## src/rtl/pipe_ctrl_pkg.sv

```systemverilog
// rtl/pipe_ctrl_pkg.sv - state encodings and defaults for the pipeline run/step/halt controller
package pipe_ctrl_pkg;

  localparam logic [2:0] ST_IDLE      = 3'd0;
  localparam logic [2:0] ST_RUN       = 3'd1;
  localparam logic [2:0] ST_STEP_WAIT = 3'd2;
  localparam logic [2:0] ST_STEP_EXEC = 3'd3;
  localparam logic [2:0] ST_DRAIN     = 3'd4;
  localparam logic [2:0] ST_DONE      = 3'd5;

  // Cycles needed after HALT decode to retire the instructions ahead of it.
  localparam int DRAIN_CYCLES_DEFAULT = 4;

  typedef enum logic [2:0] {
    S_IDLE      = ST_IDLE,
    S_RUN       = ST_RUN,
    S_STEP_WAIT = ST_STEP_WAIT,
    S_STEP_EXEC = ST_STEP_EXEC,
    S_DRAIN     = ST_DRAIN,
    S_DONE      = ST_DONE
  } state_e;

endpackage

```

## src/rtl/pipeline_ctrl_hazard_detect.sv

```systemverilog
// rtl/pipeline_ctrl_hazard_detect.sv - raw load-use hazard compare between ID/EX and IF/ID
module hazard_detect (
  input  logic       i_idex_memRead,
  input  logic [4:0] i_idex_rt,
  input  logic [4:0] i_ifid_rs,
  input  logic [4:0] i_ifid_rt,
  input  logic       i_ifid_uses_rt,
  output logic       o_hazard
);

  // A load into $zero never creates a dependency; rt only matters when the consumer reads it.
  always_comb begin
    o_hazard = i_idex_memRead && (i_idex_rt != 5'd0) &&
               ((i_idex_rt == i_ifid_rs) || (i_ifid_uses_rt && (i_idex_rt == i_ifid_rt)));
  end

endmodule

```

## src/rtl/pipeline_ctrl.sv

```systemverilog
// rtl/pipeline_ctrl.sv - run/step/drain sequencer and load-use stall control; optional PIPE_CTRL_STALL_CNT_EN adds o_stall_count
module pipeline_ctrl
  import pipe_ctrl_pkg::*;
#(
  parameter int NB_CYCLES    = 32,
  parameter int DRAIN_CYCLES = DRAIN_CYCLES_DEFAULT
) (
  input  logic                 clk,
  input  logic                 i_reset,
  input  logic                 i_mode_step,
  input  logic                 i_start,
  input  logic                 i_step,
  input  logic                 i_clear,
  input  logic                 i_halt_instr,
  input  logic                 i_idex_memRead,
  input  logic [4:0]           i_idex_rt,
  input  logic [4:0]           i_ifid_rs,
  input  logic [4:0]           i_ifid_rt,
  input  logic                 i_ifid_uses_rt,
  output logic                 o_halt,
  output logic                 o_stall_pc_ifid,
  output logic                 o_bubble_idex,
  output logic                 o_done,
  output logic [2:0]           o_state,
  output logic [NB_CYCLES-1:0] o_cycle_count
`ifdef PIPE_CTRL_STALL_CNT_EN
  ,
  output logic [NB_CYCLES-1:0] o_stall_count
`endif
);

  localparam int DCW = (DRAIN_CYCLES > 1) ? $clog2(DRAIN_CYCLES) : 1;
  localparam logic [DCW-1:0]       DRAIN_LOAD = DCW'(DRAIN_CYCLES - 1);
  localparam logic [DCW-1:0]       DRAIN_ONE  = 1;
  localparam logic [NB_CYCLES-1:0] CYC_ONE    = 1;

  state_e                 state_q, state_d;
  logic [DCW-1:0]         drain_q, drain_d;
  logic [NB_CYCLES-1:0]   cycle_q, cycle_d;
  logic                   hazard_raw;
  logic                   executing;
  logic                   unfrozen;
  logic                   hazard_act;

  hazard_detect u_hazard_detect (
    .i_idex_memRead (i_idex_memRead),
    .i_idex_rt      (i_idex_rt),
    .i_ifid_rs      (i_ifid_rs),
    .i_ifid_rt      (i_ifid_rt),
    .i_ifid_uses_rt (i_ifid_uses_rt),
    .o_hazard       (hazard_raw)
  );

  // Pipeline runs in RUN/STEP_EXEC/DRAIN; a hazard only matters while new instructions are issuing.
  always_comb begin
    executing       = (state_q == S_RUN) || (state_q == S_STEP_EXEC);
    unfrozen        = executing || (state_q == S_DRAIN);
    hazard_act      = executing && hazard_raw;
    o_halt          = !unfrozen;
    o_done          = (state_q == S_DONE);
    o_state         = state_q;
    o_stall_pc_ifid = hazard_act || (state_q == S_DRAIN);
    o_bubble_idex   = hazard_act || (state_q == S_DRAIN);
    o_cycle_count   = cycle_q;
  end

  // Next-state, drain countdown and saturating cycle count; clear overrides everything.
  always_comb begin
    state_d = state_q;
    drain_d = drain_q;
    cycle_d = cycle_q;
    if (unfrozen && (cycle_q != '1)) cycle_d = cycle_q + CYC_ONE;
    case (state_q)
      S_IDLE: begin
        if (i_start) state_d = i_mode_step ? S_STEP_WAIT : S_RUN;
      end
      S_RUN: begin
        if (i_halt_instr && !hazard_raw) begin
          state_d = S_DRAIN;
          drain_d = DRAIN_LOAD;
        end
      end
      S_STEP_WAIT: begin
        if (i_step) state_d = S_STEP_EXEC;
      end
      S_STEP_EXEC: begin
        if (i_halt_instr && !hazard_raw) begin
          state_d = S_DRAIN;
          drain_d = DRAIN_LOAD;
        end else begin
          state_d = S_STEP_WAIT;
        end
      end
      S_DRAIN: begin
        if (drain_q == '0) state_d = S_DONE;
        else               drain_d = drain_q - DRAIN_ONE;
      end
      S_DONE:  state_d = S_DONE;
      default: state_d = S_IDLE;
    endcase
    if (i_clear) begin
      state_d = S_IDLE;
      drain_d = '0;
      cycle_d = '0;
    end
  end

  // Controller state registers.
  always_ff @(posedge clk or negedge i_reset) begin
    if (!i_reset) begin
      state_q <= S_IDLE;
      drain_q <= '0;
      cycle_q <= '0;
    end else begin
      state_q <= state_d;
      drain_q <= drain_d;
      cycle_q <= cycle_d;
    end
  end

`ifdef PIPE_CTRL_STALL_CNT_EN
  logic [NB_CYCLES-1:0] stall_q, stall_d;

  // Counts cycles in which a load-use stall was actually applied, saturating.
  always_comb begin
    stall_d = stall_q;
    if (hazard_act && (stall_q != '1)) stall_d = stall_q + CYC_ONE;
    if (i_clear) stall_d = '0;
    o_stall_count = stall_q;
  end

  // Stall counter register.
  always_ff @(posedge clk or negedge i_reset) begin
    if (!i_reset) stall_q <= '0;
    else          stall_q <= stall_d;
  end
`endif

endmodule

```

## config.mk

```make
export PLATFORM = sky130hd
export DESIGN_NAME = pipeline_ctrl
export DESIGN_NICKNAME = d
export VERILOG_FILES = /design/src/rtl/pipe_ctrl_pkg.sv /design/src/rtl/pipeline_ctrl_hazard_detect.sv /design/src/rtl/pipeline_ctrl.sv
export SDC_FILE = /design/constraint.sdc
export NUM_CORES = 1
export LEC_CHECK = 0
export CORE_AREA = 2 2 78 80
export CTS_CLUSTER_SIZE = 16
export DETAILED_ROUTE_END_ITERATION = 16
export DIE_AREA = 0 0 80 82
export HOLD_SLACK_MARGIN = 0.08
export PLACE_DENSITY = 0.75
export SLEW_MARGIN = 5
export SYNTH_ARGS = -nofsm -noshare
export SYNTH_HDL_FRONTEND = slang
export SYNTH_SLANG_ARGS = --single-unit
```

## constraint.sdc

```tcl
create_clock -name clk -period 1.9 [get_ports clk]
set_clock_uncertainty 0.15 [all_clocks]
set_input_delay 0.38 -clock clk [delete_from_list [all_inputs] [get_ports clk]]
set_output_delay 0.38 -clock clk [all_outputs]
set_load 0.02 [all_outputs]
```

==> flow_summary.toml, run 1 <==
[clock_tree]
cts_tree = "built"
numCtsBuffers = 5
cts-root-buf = "clkbuf_8"
cts_sinks = 37
clock_path_buffers = 2
clkTransAtPathRegs_ps = 80
htreeDepth = 2
clock_latency_ps = 300

[synth]
synth_edf_count = 0
ys.flop_type = "dfrtp_1"
syn_nets = 288
ys_top_cells_by_count = "37 x dfrtp_1, 27 x a21oi_1, 17 x nand2_1, 17 x or4_1, 16 x o31ai_1"
syn-cell-area_mm2 = 0.00247
synthCells = 262
yosys.area.top_type = "dfrtp_1"
synth.area.top_cells = "dfrtp_1 37%, a21oi_1 5.5%, or4_1 5.2%"
synth_cell_types = 58
yosys_warnings = 0
avgSynthCellArea_um2 = 9.43
synth_most_common_cell = "dfrtp_1"
ys_async_sr_fraction_pct = 100
yosys_register_bits = 37
yosysSeqAreaShare_pct = 37.5
netlist.area_leader.share_pct = 37.5

[placed_design]
dp.cells = 463
port-buffer-count = 62
dp_hpwl_um = 5380
place.gp.congestion = 0.856
place_area_mm2 = 0.00373
dp_slack_ps = -858

[global_route]
grt_remaining_overflow = 0
grt_use_total_pct = 23.7
grt_antenna_before_repair = 0
grt_pass1_vias = 2652
grt_pass1_wl_um = 12300
grt_max_degree = 38

[run]
maxCapViolCount = 0

[final_layout]
syn2layout_area_growth_pct = 65.8
fin_util_pct = 71.3
fin_cells = 479
layout-drive-gt1-share_pct = 43.3
fin_area_mm2 = 0.00410
fillers = 443
antenna_cells = 0
finalNetCount = 429

[route]
vias = 2706
wire_per_inst_um = 16.9
dr.pass1.iters = 4
routed_via_density = 5.65
drc_errors = 0
ant_nets = 0
routed_wl_um = 8070
first_iter_violations = 144

[hold_path]
min_path_type = "primary input to async pin"

[timing]
finalSetupViolCount = 29
slew_violations = 0
worst_pin_slew_ps = 531
max_slew_margin_pct = 64.5
fin_hold_ws_ps = 299
clock.fmax_mhz = 477
min_period_ps = 2100
finalWorstSetupSlack_ps = -195
finalHoldViolCount = 0
finalCritPeriodShare_pct = 110
grt_setup_unrepaired = "true"
setup_tns_ps = -2920

[power]
power.share.combinational_pct = 28.3
leakage_nw = 1.98
p_int_mw = 1.42
power_mw = 2.03
p_per_area_mw_per_mm2 = 496
p_clk_share_pct = 30.6
switchingPower_mw = 0.613
irDropWorstVdd_uv = 324
swShare_pct = 30.2
seq_power_share_pct = 41.1

[floorplan]
die_area_mm2 = 0.00656
placementRows = 28
fp.coreArea_mm2 = 0.00575
die_w_um = 80
die_h_um = 82
initial_core_util_pct = 43.0
pin_count = 63

[status]
outcome = "complete, but fails checks"
violations = "setup timing"

[worst_setup_path]
startpoint_type = "flip-flop"
cp-end-kind = "flip-flop"
cp.required_ps = 1980
critPathKind = "flip-flop to flip-flop"
crit_fanout = 10
arrival_ps = 2180
==> power groups by stage <==
stage / sequential [mW] / clock [mW] / combinational, mW
global route: 0.836 / 0.648 / 0.620
finish: 0.835 / 0.621 / 0.575
detailed placement: 0.849 / 0 / 0.490
floorplan: 0.871 / 0 / 0.218
global placement: 0.847 / 0 / 0.477
CTS: 0.834 / 0.627 / 0.512
==> cells in the final DEF, fill, tap and decap left out, types with 4 or more instances in the layout <==
master,count
a21oi_1,15
a21oi_2,12
and3_1,5
and4_1,4
buf_2,5
buf_4,75
buf_6,13
clkbuf_8,7
clkdlybuf4s50_1,8
dfrtp_1,30
dfrtp_2,7
dlygate4sd2_1,36
dlymetal6s2s_1,9
inv_1,5
nand2_1,16
nand3_1,10
nand3_2,4
nand4_1,6
nor2_1,12
nor2b_1,8
nor3_2,4
o21ai_0,5
o31ai_1,14
or3_1,5
or4_1,8
or4_4,9
xnor2_1,11
==> repair_timing <==
action                     4_1_cts  5_1_grt
pin swaps                       34       22
gates resized for setup         99       45
hold buffers                     0        0
cloned                           2        0
hold endpoints to repair         0        0
setup endpoints to repair       64       44
setup buffers                    4        2
==> sequential cells by signal, indices dropped and copies added, names as in the netlist <==
name / flops
o_cycle_count: 32
o_state: 3
drain_q: 2
==> worst max-delay path, cell delays in order, from the launching register on <==
cell     delay, ps
dfrtp_2        430
buf_4          150
nor3b_2        190
o311a_1        220
nand3_1        110
buf_6          160
or4_1          490
a21oi_2        140
==> per-layer routing <==
| layer | GRT usage (%) | share of wire, % | vias to the layer above |
|---|---|---|---|
| li1 | - | - | 1285 |
| met1 | 28.6 | 41 | 1329 |
| met2 | 42.8 | 53 | 74 |
| met3 | 4.40 | 4.2 | 18 |
| met4 | 7.63 | 2.5 | 0 |
| met5 | 0 | 0 | - |
==> final cells by class <==
| cell class | instances | area, µm² | area share (%) |
|---|---|---|---|
| clock buffers | 7 | 96.3 | 2.35 |
| multi-input cells | 205 | 1670 | 40.8 |
| clock inverters | 1 | 5.00 | 0.122 |
| well taps | 75 | 93.8 | 2.29 |
| repair buffers | 148 | 1270 | 31.0 |
| flip-flops and latches | 37 | 935 | 22.8 |
| inverters | 6 | 25.0 | 0.611 |
==> worst paths after layout <==
kind	start	to	slack (ps)	cells after the start
worst max register to register	o_state[0]$_DFFE_PN0P_	o_cycle_count[29]$_DFFE_PN0P_	-200	7
worst min register to register	drain_q[0]$_DFFE_PN0P_	drain_q[0]$_DFFE_PN0P_	400	1
worst min-delay path	i_reset	o_state[1]$_DFFE_PN0P_	300	2
min in group clk	drain_q[0]$_DFFE_PN0P_	drain_q[0]$_DFFE_PN0P_	400	1
max in group asynchronous	i_reset	o_cycle_count[10]$_DFFE_PN0P_	1080	2
worst max-delay path	o_state[0]$_DFFE_PN0P_	o_cycle_count[29]$_DFFE_PN0P_	-200	7
==> cells by family after synthesis <==
| family | count (synthesis) | share of synthesized area [%] |
|---|---|---|
| buffers and inverters | 20 | 4.31 |
| multiplexers | 6 | 3.19 |
| AND/OR/NAND/NOR | 119 | 31.5 |
| AO/OA/AOI/OAI | 66 | 18.2 |
| XOR/XNOR | 12 | 4.26 |
| adder cells (fa/ha/maj) | 2 | 1.01 |
| flip-flops | 37 | 37.5 |
No activity file was read; power rests on OpenSTA's default activity.
==> run 2: changes to the inputs <==
--- a/config.mk
+++ b/config.mk
@@ -10,6 +10,7 @@
 export DETAILED_ROUTE_END_ITERATION = 16
 export DIE_AREA = 0 0 80 82
 export HOLD_SLACK_MARGIN = 0.08
+export MAX_ROUTING_LAYER = met4
 export PLACE_DENSITY = 0.75
 export SLEW_MARGIN = 5
 export SYNTH_ARGS = -nofsm -noshare
==> flow_summary.toml, run 2 (synthesis results as in run 1) <==
[final_layout]
fillers = 433
layout-drive-gt1-share_pct = 43.6
fin_util_pct = 71.7
layout_common_cells = "73 x buf_4, 36 x dlygate4sd2_1, 30 x dfrtp_1"
syn2layout_area_growth_pct = 66.9
antenna_cells = 0
final_common_cell = "buf_4"
finalNetCount = 429
largest_reg_flops = 32

[worst_setup_path]
cp.required_ps = 1990
critPathKind = "flip-flop to flip-flop"
cp-end-kind = "flip-flop"
reg2reg_slack_ps = -190
crit_fanout = 10
startpoint_type = "flip-flop"
arrival_ps = 2180

[global_route]
grt_pass1_wl_um = 12300
grt_antenna_before_repair = 0
grt_use_total_pct = 24.5
grt_pass1_vias = 2656
grt_remaining_overflow = 0
grt_max_degree = 38

[timing]
min_period_ps = 2090
clock.fmax_mhz = 478
finalSetupViolCount = 29
slew_violations = 0
worst_pin_slew_ps = 534
fin_hold_ws_ps = 296
max_slew_margin_pct = 64.3
finalHoldViolCount = 0
grt_setup_unrepaired = "true"
finalCritPeriodShare_pct = 110
finalWorstSetupSlack_ps = -192
setup_tns_ps = -3090

[clock_tree]
numCtsBuffers = 5
cts_sinks = 37
cts_tree = "built"
htreeDepth = 2
holdBufCountCts = 0
clock_path_buffers = 2
clkTransAtPathRegs_ps = 80
cts-root-buf = "clkbuf_8"
clock_latency_ps = 300

[floorplan]
pin_count = 63
die_w_um = 80
placementRows = 28
die_area_mm2 = 0.00656
die_h_um = 82
fp.coreArea_mm2 = 0.00575
initial_core_util_pct = 43.0

[placed_design]
dp_slack_ps = -858
port-buffer-count = 62
place.gp.congestion = 0.870
dp_hpwl_um = 5380

[power]
power_mw = 2.05
p_per_area_mw_per_mm2 = 498
leakage_nw = 1.98
irDropWorstVdd_uv = 318

[route]
dr.pass1.iters = 4
routed_via_density = 5.71
first_iter_violations = 159
routed_wl_um = 8380
drc_errors = 0
wire_per_inst_um = 17.5
ant_nets = 0
vias = 2733

[status]
outcome = "complete, but fails checks"
violations = "setup timing"

[run]
maxCapViolCount = 0

[hold_path]
min_path_type = "primary input to async pin"
[run 2: layer usage]
metal / vias to the layer above / share of wire (%) / track usage [%]
met5: - / 0 / -
met4: 0 / 3.9 / 7.63
met3: 31 / 4.4 / 4.40
met2: 83 / 51 / 42.8
met1: 1334 / 40 / 28.7
li1: 1285 / - / -
[run 2: per-stage QoR]
stage / instance area, µm² / cells
3_5_place_dp: 3730 / 463
5_1_grt: 4120 / 479
6_report: 4120 / 479
3_3_place_gp: 3730 / 463
2_1_floorplan: 2500 / 262
4_1_cts: 3920 / 477
[run 2: cell type report]
type	count	area, µm²	share of cell area [%]
multi-input cells	205	1690	41.1
repair buffers	148	1270	30.9
flip-flops and latches	37	935	22.7
well taps	75	93.8	2.28
inverters	6	22.5	0.546
clock inverters	1	5.00	0.121
clock buffers	7	96.3	2.34
[run 2: power by group]
group	internal (mW)	leakage (nW)	switching, mW
clock	0.328	0.0542	0.299
combinational	0.284	1.42	0.304
sequential	0.814	0.503	0.0217
total	1.43	1.98	0.626
[run 2: final timing paths]
kind,from,endpoint,cells past startpoint
min in group clk,drain_q[0]$_DFFE_PN0P_,drain_q[0]$_DFFE_PN0P_,1
max in group asynchronous,i_reset,o_cycle_count[10]$_DFFE_PN0P_,2
hold reg to reg,drain_q[0]$_DFFE_PN0P_,drain_q[0]$_DFFE_PN0P_,1
setup reg to reg,o_state[0]$_DFFE_PN0P_,o_cycle_count[29]$_DFFE_PN0P_,7
hold / removal,i_reset,o_cycle_count[29]$_DFFE_PN0P_,2
setup / recovery,o_state[0]$_DFFE_PN0P_,o_cycle_count[29]$_DFFE_PN0P_,7
[run 2: worst max-delay path: stages, from the launching register on]
cell and delay (ps):
dfrtp_2 430, buf_4 150, nor3b_2 200, o311a_1 220, nand3_1 110, buf_6 160
or4_1 480, a21oi_2 140
[run 2: timing repair]
| item | CTS | global route |
|---|---|---|
| endpoints found under the hold margin | 0 | 0 |
| buffers inserted | 4 | 2 |
| pin swaps | 34 | 22 |
| setup endpoints to repair | 64 | 44 |
| cloned | 2 | 0 |
| gates resized for setup | 99 | 50 |
